**src/rtl/gpr_wb_arbiter.sv**
```systemverilog
`default_nettype none
// ============================================================================
// Module  : gpr_wb_arbiter
// Purpose : Shares the single GPR write port between the in-order pipeline
//           write-back stage (A, highest priority, never back-pressured) and
//           a multi-cycle result source (B, valid/ready, buffered in a FIFO).
//           Also provides per-register pending flags for decode and a
//           one-cycle stall request that keeps B from starving.
// Ports   : clk, rst (sync, active-low)
//           a_we_i/a_addr_i/a_data_i      - pipeline write-back request
//           b_valid_i/b_ready_o/b_addr_i/b_data_i - B result handshake
//           rd_write_o/rd_addr_o/write_data_o     - GPR write port
//           q1_addr_i/q2_addr_i -> q1_busy_o/q2_busy_o - decode pending query
//           pipe_stall_o  - registered hold request for the pipeline
//           fifo_count_o  - FIFO occupancy (live or dead entries)
// Revision: 1.0 - initial release
// ============================================================================
module gpr_wb_arbiter #(
  parameter int DEPTH        = 4,
  parameter int STARVE_LIMIT = 8
) (
  input  logic                     clk,
  input  logic                     rst,
  input  logic                     a_we_i,
  input  logic [4:0]               a_addr_i,
  input  logic [31:0]              a_data_i,
  input  logic                     b_valid_i,
  output logic                     b_ready_o,
  input  logic [4:0]               b_addr_i,
  input  logic [31:0]              b_data_i,
  output logic                     rd_write_o,
  output logic [4:0]               rd_addr_o,
  output logic [31:0]              write_data_o,
  input  logic [4:0]               q1_addr_i,
  input  logic [4:0]               q2_addr_i,
  output logic                     q1_busy_o,
  output logic                     q2_busy_o,
  output logic                     pipe_stall_o,
  output logic [$clog2(DEPTH):0]   fifo_count_o
);

  localparam int AW = $clog2(DEPTH);
  localparam int SW = (STARVE_LIMIT > 1) ? $clog2(STARVE_LIMIT) : 1;
  localparam logic [AW:0]   c_depth      = (AW+1)'(DEPTH);
  localparam logic [SW-1:0] c_starve_max = SW'(STARVE_LIMIT - 1);

  // FIFO storage; a cleared live bit marks an entry overwritten by a younger A
  logic [4:0]       r_addr [DEPTH];
  logic [31:0]      r_data [DEPTH];
  logic [DEPTH-1:0] r_live;
  logic [AW-1:0]    r_rd_ptr;
  logic [AW-1:0]    r_wr_ptr;
  logic [AW:0]      r_count;
  logic [SW-1:0]    r_starve_cnt;
  logic             r_stall;

  logic w_not_empty;
  logic w_head_live;
  logic w_a_wins;
  logic w_grant_a;
  logic w_grant_b;
  logic w_pop;
  logic w_ready;
  logic w_push;
  logic w_push_live;
  logic w_q1_match;
  logic w_q2_match;

  assign w_not_empty = (r_count != '0);
  assign w_head_live = w_not_empty && r_live[r_rd_ptr];
  assign w_a_wins    = a_we_i && (a_addr_i != 5'd0);

  // A stall cycle hands the port to a live head even if A (illegally) writes
  assign w_grant_b = rst && w_head_live && (r_stall || !w_a_wins);
  assign w_grant_a = rst && w_a_wins && !(r_stall && w_head_live);

  // Dead heads drain silently; live heads leave only when written
  assign w_pop = rst && w_not_empty && (!r_live[r_rd_ptr] || w_grant_b);

  // Readiness uses registered occupancy only, so a same-cycle pop never
  // opens a slot while the FIFO is full
  assign w_ready     = rst && (r_count < c_depth);
  assign w_push      = w_ready && b_valid_i && (b_addr_i != 5'd0);
  // A same-cycle A write to the same register is younger: enqueue dead
  assign w_push_live = !(w_grant_a && (a_addr_i == b_addr_i));

  assign rd_write_o   = w_grant_a || w_grant_b;
  assign rd_addr_o    = w_grant_b ? r_addr[r_rd_ptr] : (w_grant_a ? a_addr_i : 5'd0);
  assign write_data_o = w_grant_b ? r_data[r_rd_ptr] : (w_grant_a ? a_data_i : 32'd0);
  assign b_ready_o    = w_ready;
  assign fifo_count_o = rst ? r_count : '0;
  assign pipe_stall_o = r_stall;

  // Live bits are only ever set on occupied slots, so no occupancy mask needed
  always_comb begin
    w_q1_match = 1'b0;
    w_q2_match = 1'b0;
    for (int i = 0; i < DEPTH; i++) begin
      if (r_live[i] && (r_addr[i] == q1_addr_i)) w_q1_match = 1'b1;
      if (r_live[i] && (r_addr[i] == q2_addr_i)) w_q2_match = 1'b1;
    end
  end

  assign q1_busy_o = rst && (q1_addr_i != 5'd0) && w_q1_match;
  assign q2_busy_o = rst && (q2_addr_i != 5'd0) && w_q2_match;

  // Payload storage needs no reset: it is only observed through live bits
  always_ff @(posedge clk) begin
    if (w_push) begin
      r_addr[r_wr_ptr] <= b_addr_i;
      r_data[r_wr_ptr] <= b_data_i;
    end
  end

  always_ff @(posedge clk) begin
    if (!rst) begin
      r_live       <= '0;
      r_rd_ptr     <= '0;
      r_wr_ptr     <= '0;
      r_count      <= '0;
      r_starve_cnt <= '0;
      r_stall      <= 1'b0;
    end else begin
      // WAW squash of every queued entry targeting the register A writes
      for (int i = 0; i < DEPTH; i++) begin
        if (w_grant_a && (r_addr[i] == a_addr_i)) r_live[i] <= 1'b0;
      end
      if (w_pop) begin
        r_live[r_rd_ptr] <= 1'b0;
        r_rd_ptr         <= r_rd_ptr + AW'(1);
      end
      // Push slot never aliases the pop slot: full blocks push, empty blocks pop
      if (w_push) begin
        r_live[r_wr_ptr] <= w_push_live;
        r_wr_ptr         <= r_wr_ptr + AW'(1);
      end
      r_count <= r_count + (AW+1)'(w_push) - (AW+1)'(w_pop);

      // Count consecutive losses of a live head; one stall pulse per limit hit
      if (w_grant_a && w_head_live) begin
        if (r_starve_cnt == c_starve_max) begin
          r_starve_cnt <= '0;
          r_stall      <= 1'b1;
        end else begin
          r_starve_cnt <= r_starve_cnt + SW'(1);
          r_stall      <= 1'b0;
        end
      end else begin
        r_starve_cnt <= '0;
        r_stall      <= 1'b0;
      end
    end
  end

endmodule
`default_nettype wire
```
**config.mk**
```make
export PLATFORM = sky130hd
export DESIGN_NAME = gpr_wb_arbiter
export DESIGN_NICKNAME = d
export VERILOG_FILES = /design/src/rtl/gpr_wb_arbiter.sv
export SDC_FILE = /design/constraint.sdc
export NUM_CORES = 1
export LEC_CHECK = 0
export CAP_MARGIN = 5
export CELL_PAD_IN_SITES_DETAIL_PLACEMENT = 0
export CELL_PAD_IN_SITES_GLOBAL_PLACEMENT = 2
export CORE_ASPECT_RATIO = 0.8
export CORE_MARGIN = 2
export CORE_UTILIZATION = 25
export CTS_BUF_LIST = sky130_fd_sc_hd__clkbuf_2 sky130_fd_sc_hd__clkbuf_4 sky130_fd_sc_hd__clkbuf_8
export CTS_CLUSTER_DIAMETER = 80
export DETAILED_ROUTE_END_ITERATION = 6
export GPL_TIMING_DRIVEN = 0
export PLACE_DENSITY = 0.68
export SLEW_MARGIN = 20
export SYNTH_ARGS = -nofsm -noshare
export SYNTH_HDL_FRONTEND = slang
export SYNTH_SLANG_ARGS = --single-unit
```
**constraint.sdc**
```tcl
create_clock -name clk -period 3.3 [get_ports clk]
set_input_delay 0.825 -clock clk [delete_from_list [all_inputs] [get_ports clk]]
set_output_delay 0.825 -clock clk [all_outputs]
set_load 0.1 [all_outputs]
```
# Word level (Yosys, flattened, before mapping)
# Memory sizes are Yosys's and may differ from the RTL's. A register that Yosys moved wholly into a read port is not among the register bits.
# Index checks and enable logic that the tools add are counted.
[op_classes]
add_sub_neg = 5
order_cmp = 5
eq_ne = 14
n_mux = 38
n_bitwise = 4
n_reduce_logical = 46
[op_table]
columns = ["cell", "count"]
rows = [
  ["$eq A5 B5 Y1", 13],
  ["$mux W32", 2],
  ["$logic_and A1 B1 Y1", 32],
  ["$mux W1", 22],
  ["$reduce_bool A5 Y1", 4],
  ["$mux W4", 3],
  ["$mux W5", 2],
  ["$mux W2", 4],
  ["$lt A2 B3 Y1 const B", 2],
  ["$add A2 B1 Y2 const B", 2],
  ["$and A4 B4 Y4", 1],
  ["$bwmux W4", 1],
  ["$demux W1 S2", 2],
  ["$ge A2 B1 Y1 const B", 2],
  ["$logic_not A1 Y1", 4],
  ["$not A4 Y4", 1],
  ["$add A3 B1 Y3", 1],
  ["$add A3 B1 Y3 const B", 1],
  ["$eq A3 B3 Y1 const B", 1],
  ["$logic_or A1 B1 Y1", 3],
  ["$lt A3 B3 Y1 const B", 1],
  ["$mux W3", 1],
  ["$reduce_bool A3 Y1", 1],
  ["$reduce_or A3 Y1", 1],
  ["other kinds (4)", 5],
]
[word_totals]
ff_bits = 15
ram_bits = 148
in_bits = 88
out_inout_bits = 45
word_cells = 120
mem_count = 2
[memory_table]
columns = ["name", "depth", "width", "rd", "rd_ports_with_merged_regs", "wr", "line", "source"]
rows = [
  ["r_data", 4, 32, 1, 1, 1, "49", "logic [31:0] r_data [DEPTH];"],
  ["r_addr", 4, 5, 5, 1, 1, "48", "logic [4:0] r_addr [DEPTH];"],
]

# Longest topological paths before layout
# Gate-level depths: netlist of the first run.
[depth]
ltp_word = 14
depth_mapped = 11
depth_no_buf = 9

# Worst setup path after synthesis of the first run
# Ideal clock, no wire load.
[synth_timing]
path_kind = "input -> register"
start = "input port rst"
end = "memory r_addr[0][0] (enable)"
arrival_ps = 3760
t_required_ps = 2901
setup_slack_ps = -859
cell_stages = 4
n_path_buf = 1
path_cell_list = "nor2b_1 -> o211a_1 -> clkbuf_1 -> and2_1"
[synth_via]
elab_chain_cells = 5
[synth_lines]
columns = ["element", "line", "source"]
rows = [
  ["start: declaration", "23", "input logic rst,"],
  ["$logic_and A1 B1 Y1", "82", "assign w_ready = rst && (r_count < c_depth);"],
  ["$logic_and A1 B1 Y1 (2 in a row)", "83", "assign w_push = w_ready && b_valid_i && (b_addr_i != 5'd0);"],
  ["$mux W1", "109", "if (w_push) begin"],
  ["$mux W1 (not written as such)", "110", "r_addr[r_wr_ptr] <= b_addr_i;"],
  ["end: declaration", "48", ""],
]
# No other way between the ends.

# Worst setup path after layout of the first run
[layout_timing]
start = "input port a_addr_i[2]"
end = "output port rd_addr_o[4]"
[layout_via]
elab_chain_cells = 6
word_cells_on_any_way = 9
cone_classes = "mux (2); reduce/logical (7)"
[layout_lines]
columns = ["element", "line", "source"]
rows = [
  ["start: declaration", "25", "input logic [4:0] a_addr_i,"],
  ["$reduce_bool A5 Y1 (*)", "71", "assign w_a_wins = a_we_i && (a_addr_i != 5'd0);"],
  ["$logic_and A1 B1 Y1 (*)", "71", ""],
  ["$logic_and A1 B1 Y1 or $logic_not A1 Y1 (tied branches)", "75, 74", ""],
  ["$logic_and A1 B1 Y1 or $logic_or A1 B1 Y1 (tied branches)", "75, 74", ""],
  ["$mux W5 or $logic_and A1 B1 Y1 (tied branches)", "88, 74", ""],
  ["$mux W5 (*)", "88", "assign rd_addr_o = w_grant_b ? r_addr[r_rd_ptr] : (w_grant_a ? a_addr_i : 5'd0);"],
  ["end: declaration", "32", "output logic [4:0] rd_addr_o,"],
]
# Every way passes the cells marked *; elsewhere a longest branch is shown, timed or not.

==> impl_metrics.env, run 1 <==
export IMPL_critPathLaunch="a_addr_i[2]"
export IMPL_use_met2_pct=22.67
export IMPL_synth_top_cell_area_share_pct=59.43
export IMPL_hold_ws_ns=0.4419
export IMPL_wl_mm=20.63
export IMPL_h_tree_depth=4
export IMPL_grt_pass1_vias=4990
export IMPL_overflow=0
export IMPL_path_clk_slew_ns=0.08
export IMPL_numCtsBuffers=17
export IMPL_total_power_mw=6.072
export IMPL_drc_errors=0
export IMPL_dp_hpwl_mm=13.62
export IMPL_num_vias=4595
export IMPL_yosys_area_top_type="edfxtp_1"
export IMPL_crit_arrival_ns=2.64
export IMPL_syn_area_per_cell_um2=16.62
export IMPL_p_leak_nw=3.762
export IMPL_fmax_mhz=288.8
export IMPL_crit_type="in2out"
export IMPL_drive_gt1_share_pct=34.82
export IMPL_synth_seq_area_share_pct=63.98
export IMPL_io_buffer_count=117
export IMPL_yosys_mux_area_fraction_pct=11.98
export IMPL_synthesis_instances=450
export IMPL_syn_num_nets=550
export IMPL_synthTopCellsByArea="edfxtp_1 (59%), mux4_2 (11%), xor2_1 (4.9%), dfxtp_1 (4.6%), a22o_1 (4.3%)"
export IMPL_yosysMostFrequentCell="edfxtp_1"
export IMPL_grt_start_max_net_pins=39
export IMPL_synthArstFlopShare_pct=0
export IMPL_ys_types=40
export IMPL_hold_path_class="reg2reg"
export IMPL_violations="negative setup slack"
export IMPL_root_buffer="clkbuf_8"
export IMPL_cp_endpoint="rd_addr_o[4]"
export IMPL_die_h_um=158.7
export IMPL_ant_nets=0
export IMPL_cp_max_fo=7
export IMPL_period_needed_ns=3.463
export IMPL_synth_common_cells="edfxtp_1 (148), xor2_1 (42), mux4_2 (38)"
export IMPL_ir_drop_uv=253.4
export IMPL_syn_area_mm2=0.007478
export IMPL_grtUsageTotal_pct=13.21
export IMPL_clk_latency_ns=0.43
export IMPL_status="complete, but fails checks"
export IMPL_cts_sinks=165
export IMPL_drt_iter0_drc=257
export IMPL_rsz0062_at_grt="yes"
export IMPL_synthAdderAreaFrac_pct=2.108
export IMPL_ff2ff_path_depth=11
export IMPL_r2r_slack_ns=0.68
export IMPL_ctsHoldBuffers=0
export IMPL_grtUsageMet1_pct=16.40
export IMPL_cap_violations=0
export IMPL_cp_required_ns=2.47
export IMPL_layout_setup_ws_ns=-0.1627
export IMPL_viasPerCell=4.568
export IMPL_endpoint_kind="primary output"
export IMPL_grt_antenna_before_repair=1
export IMPL_wire_per_inst_um=20.50
export IMPL_dieArea_mm2=0.03132
export IMPL_busiest_layer="met2"
export IMPL_die_w_um=197.4
export IMPL_gp_congestion=0.8201
export IMPL_fin_cells=1006
export IMPL_grt_use_met3_pct=3.961
export IMPL_reg2reg_from="r_live[2]"
export IMPL_synth_compound_area_share_pct=6.123
export IMPL_core_mm2=0.02936
export IMPL_slew_viol_final=0
export IMPL_grt_pass1_wl_mm=29.87
export IMPL_synth_seq_cells=165
export IMPL_critPathLaunchType="input port"
export IMPL_fillers=2720
export IMPL_synth_warnings=0
export IMPL_io_pins=133
export IMPL_synth_top_family_by_area="multiplexers"
export IMPL_first_pass_iters=5
export IMPL_nets=718
export IMPL_post_place_ws_ns=-1.487
export IMPL_synthXorXnorAreaFrac_pct=8.198
export IMPL_yosys_area_share_simple_pct=4.685
export IMPL_start_util_pct=25.47
export IMPL_n_antenna_cell=0
export IMPL_hold_viol=0
export IMPL_finalCritPeriodShare_pct=104.9
export IMPL_tritoncts="built"
export IMPL_area_growth_synth_to_final_pct=44.47
export IMPL_dp_cells=946
export IMPL_clockBufferDepth=2
export IMPL_row_count=56
export IMPL_tightest_slew_ns=0.9639
export IMPL_setup_viol=38
export IMPL_relSlewSlack_pct=35.54
export IMPL_powerDensity_mw_per_mm2=562.0
export IMPL_ys_flop_type="edfxtp_1"
export IMPL_rr_endpoint="r_count[2]"
export IMPL_synth_edf_count=148
export IMPL_finalClockSkew_ns=0.01067
flip-flops by register name (all words and copies together), names as in the netlist, named ones only:
name	count
r_live	4
r_count	3
r_wr_ptr	2
r_addr	20
pipe_stall_o	1
r_rd_ptr	2
r_starve_cnt	3
r_data	128
layout make-up:
| type | instances | area, um2 | area share [%] |
|---|---|---|---|
| flip-flops and latches | 165 | 4788 | 44.32 |
| multi-input cells | 241 | 2854 | 26.42 |
| repair buffers | 152 | 1954 | 18.09 |
| well taps | 377 | 471.7 | 4.366 |
| plain buffers | 31 | 286.5 | 2.652 |
| clock buffers | 17 | 234.0 | 2.166 |
| clock inverters | 13 | 172.7 | 1.598 |
| inverters | 10 | 42.54 | 0.3937 |
cell families after synthesis:
kind of cell	after synthesis
compound gates	54
xor+xnor	70
simple gates	63
fa+ha+maj	12
buf+inv	44
mux	42
flops	165
placed cells by master (no fill, tap or decap), types with 3 or more instances in the layout:
master / n
nand2_1: 9
xnor2_1: 28
nor2_1: 7
dlygate4sd2_1: 3
ha_1: 11
buf_12: 50
a221o_1: 4
and2_1: 6
inv_1: 7
buf_6: 7
mux2i_1: 4
dfxtp_1: 16
clkdlybuf4s50_1: 70
mux4_2: 38
clkbuf_8: 17
clkbuf_16: 4
or4_1: 3
xor2_1: 42
inv_6: 4
edfxtp_1: 148
clkbuf_2: 9
buf_4: 24
clkbuf_1: 11
nor3_1: 6
a22o_4: 35
nor4_1: 9
bufinv_16: 3
nand3_1: 10
metal layers:
| metal | up-vias | wire (um) | part of all wire [%] |
|---|---|---|---|
| met5 | - | 11 | 0.053 |
| met1 | 2352 | 8790 | 43 |
| met3 | 10 | 1218 | 5.9 |
| met2 | 138 | 10490 | 51 |
| met4 | 2 | 114 | 0.55 |
| li1 | 2093 | - | - |
per-stage QoR:
stage               utilization, %  instance area [um2]  TNS, ns
floorplan                        -                 7660   -4.210
CTS                          35.91                10540   -4.253
detailed placement           31.83                 9345   -66.54
global route                 36.80                10800   -7.228
finish                       36.80                10800   -4.478
global placement             31.69                 9303  -152.42
worst min path at each step:
stage                          startpoint  slack [ns]  cells after the start               to
after floorplan           r_starve_cnt[0]        0.41                      1  r_starve_cnt[0]
after global placement    r_starve_cnt[0]        0.42                      1  r_starve_cnt[0]
after detailed placement  r_starve_cnt[0]        0.43                      1  r_starve_cnt[0]
after CTS                 r_starve_cnt[0]        0.44                      1  r_starve_cnt[0]
after global routing      r_starve_cnt[0]        0.46                      1  r_starve_cnt[0]
final                     r_starve_cnt[0]        0.44                      1  r_starve_cnt[0]
where the power goes:
| part | internal [mW] | switching (mW) | total [mW] |
|---|---|---|---|
| combinational | 0.949 | 1.13 | 2.08 |
| clock | 0.757 | 0.743 | 1.50 |
| sequential | 2.39 | 0.0965 | 2.49 |
critical path, stage by stage:
cell,delay (ns)
buf_12,0.10
or4_4,0.55
o21ai_4,0.21
buf_6,0.13
nor3b_4,0.05
buf_8,0.16
buf_4,0.14
a22o_2,0.29
buf_12,0.18
repair_timing:
item                       in CTS  in global routing
setup endpoints to repair      44                 42
pin swaps                      16                 27
gates cloned                    4                  3
resized for setup             416                 37
hold endpoints to repair        0                  0
setup buffers                  17                 11
Note: power is estimated with default switching activity, not from simulation.
==> inputs of run 2 (changes only) <==
--- a/config.mk
+++ b/config.mk
@@ -15,7 +15,7 @@
 export CTS_CLUSTER_DIAMETER = 80
 export DETAILED_ROUTE_END_ITERATION = 6
 export GPL_TIMING_DRIVEN = 0
-export PLACE_DENSITY = 0.68
+export PLACE_DENSITY = 0.7
 export SLEW_MARGIN = 20
 export SYNTH_ARGS = -nofsm -noshare
 export SYNTH_HDL_FRONTEND = slang
==> constraint.sdc (replaced) <==
create_clock -name clk -period 2.88 [get_ports clk]
set_input_delay 0.72 -clock clk [delete_from_list [all_inputs] [get_ports clk]]
set_output_delay 0.72 -clock clk [all_outputs]
set_load 0.01 [all_outputs]
==> run 2 against run 1 <==
Effect of this change:
- worst setup slack worse by 0.17 ns
- first-iteration DRC count is 18% lower
- largest power group unchanged
- clock skew is 0.00072 ns higher
- non-clock buffer count is 7 higher
- wire length is 0.68% higher
- the flow still finishes with violations (negative setup slack)
- worst hold slack worse by 0.0020 ns
- sequential power is 14% higher
==> impl_metrics.env, run 2 (synthesized netlist as in run 1, its figures left out) <==
export IMPL_finalCritPeriodShare_pct=111.6
export IMPL_finalClockSkew_ns=0.01138
export IMPL_die_w_um=197.4
export IMPL_path_clk_slew_ns=0.09
export IMPL_clockBufferDepth=2
export IMPL_p_leak_nw=3.480
export IMPL_cp_required_ns=2.16
export IMPL_period_needed_ns=3.213
export IMPL_setup_viol=41
export IMPL_fin_area_mm2=0.01002
export IMPL_hold_viol=0
export IMPL_dieArea_mm2=0.03132
export IMPL_root_buffer="clkbuf_8"
export IMPL_rsz0062_at_grt="yes"
export IMPL_hold_path_class="reg2reg"
export IMPL_hold_ws_ns=0.4398
export IMPL_dp_hpwl_mm=13.62
export IMPL_crit_arrival_ns=2.49
export IMPL_viasPerCell=4.601
export IMPL_row_count=56
export IMPL_powerDensity_mw_per_mm2=634.6
export IMPL_die_h_um=158.7
export IMPL_io_pins=133
export IMPL_num_vias=4670
export IMPL_power_internal_mw=4.545
export IMPL_grt_antenna_before_repair=0
export IMPL_layout_setup_ws_ns=-0.3331
export IMPL_area_growth_synth_to_final_pct=33.95
export IMPL_crit_type="in2out"
export IMPL_final_common_cell="edfxtp_1"
export IMPL_fmax_mhz=311.2
export IMPL_critPathLaunchType="input port"
export IMPL_io_buffer_count=117
export IMPL_ant_nets=0
export IMPL_ir_drop_uv=359.4
export IMPL_tritoncts="built"
export IMPL_layout_common_cells="edfxtp_1 (148), clkdlybuf4s50_1 (73), xor2_1 (42)"
export IMPL_grt_pass1_vias=4923
export IMPL_cap_violations=0
export IMPL_drc_errors=0
export IMPL_swShare_pct=28.51
export IMPL_numCtsBuffers=17
export IMPL_multi_input_comb_area_mm2=0.002556
export IMPL_cts_sinks=165
export IMPL_grt_pass1_wl_mm=30.15
export IMPL_seq_power_share_pct=44.7
export IMPL_h_tree_depth=4
export IMPL_largestRegisters="r_data x128, r_addr x20, r_live x4"
export IMPL_core_mm2=0.02936
export IMPL_grt_start_max_net_pins=39
export IMPL_status="complete, but fails checks"
export IMPL_r2r_slack_ns=0.30
export IMPL_combPwrFrac_pct=27.2
export IMPL_start_util_pct=25.47
export IMPL_clock_power_share_pct=28.1
export IMPL_drive_gt1_share_pct=30.88
export IMPL_tightest_slew_ns=0.6610
export IMPL_fillers=2840
export IMPL_n_antenna_cell=0
export IMPL_largest_reg_flops=128
export IMPL_relSlewSlack_pct=55.32
export IMPL_drt_iter0_drc=210
export IMPL_first_pass_iters=4
export IMPL_nets=725
export IMPL_violations="negative setup slack"
export IMPL_slew_viol_final=0
export IMPL_final_seq_area_mm2=0.004796
export IMPL_wl_mm=20.77
export IMPL_wire_per_inst_um=20.46
export IMPL_overflow=0
export IMPL_placed_area_mm2=0.009209
export IMPL_clk_latency_ns=0.45
export IMPL_switchingPower_mw=1.812
export IMPL_cp_max_fo=7
export IMPL_endpoint_kind="primary output"
export IMPL_regMostFlops="r_data"
export IMPL_gp_congestion=0.7999
export IMPL_grtUsageTotal_pct=13.37
export IMPL_ctsHoldBuffers=0
==> run 2: final timing paths <==
path,startpoint,endpoint,cells after the start
setup / recovery,a_addr_i[1],rd_addr_o[2],10
hold reg to reg,r_starve_cnt[0],r_starve_cnt[0],1
setup reg to reg,r_live[0],r_count[2],11
hold / removal,r_starve_cnt[0],r_starve_cnt[0],1
==> run 2: layer usage <==
layer  global-route usage, %  up-vias  share of wire (%)
met5                       0        -                  0
met4                   4.583        0                2.0
met3                   3.262       27                5.9
met2                   21.95      128                 48
met1                   17.34     2403                 44
li1                        -     2112                  -
==> run 2: power groups by stage <==
| stage | Sequential (mW) | Combinational [mW] | Clock, mW |
|---|---|---|---|
| after global placement | 2.87 | 1.64 | 0 |
| final | 2.84 | 1.73 | 1.79 |
| after CTS | 2.84 | 1.76 | 1.83 |
| after global routing | 2.86 | 1.88 | 1.92 |
| after detailed placement | 2.87 | 1.67 | 0 |
| after floorplan | 2.85 | 1.09 | 0 |
==> run 2: area by class of cell <==
class | instances | share of cell area [%]
Inverter | 10 | 0.3872
Buffer | 32 | 3.010
Multi-Input combinational cell | 241 | 25.52
Clock buffer | 17 | 2.336
Sequential cell | 165 | 47.88
Tap cell | 377 | 4.709
Clock inverter | 15 | 1.886
Timing Repair Buffer | 158 | 14.28
==> run 2: critical path, cell delays in order <==
cell     delay (ns)
buf_12         0.10
or4_4          0.55
o21ai_4        0.16
buf_4          0.13
buf_6          0.09
nor3b_4        0.05
buf_6          0.15
buf_12         0.14
a22o_4         0.26
buf_2          0.14
==> run 2: what timing repair did <==
| item | in CTS | in global routing |
|---|---|---|
| gates cloned | 4 | 0 |
| setup buffers | 28 | 11 |
| gates resized for setup | 209 | 31 |
| pin swaps | 28 | 15 |
| endpoints found under the setup margin | 65 | 44 |
==> run 2: per-stage QoR <==
| stage | util [%] | cells | power, mW | setup slack, ns | TNS, ns |
|---|---|---|---|---|---|
| 3_5_place_dp | 31.37 | 946 | 4.539 | -1.058 | -96.09 |
| 2_1_floorplan | - | 450 | 3.942 | -0.02953 | -0.6149 |
| 6_report | 34.12 | 1015 | 6.357 | -0.3331 | -10.37 |
| 5_1_grt | 34.12 | 1015 | 6.656 | -0.4325 | -13.22 |
| 4_1_cts | 33.93 | 1007 | 6.425 | -0.4170 | -12.87 |
| 3_3_place_gp | 31.21 | 944 | 4.502 | -1.464 | -239.12 |
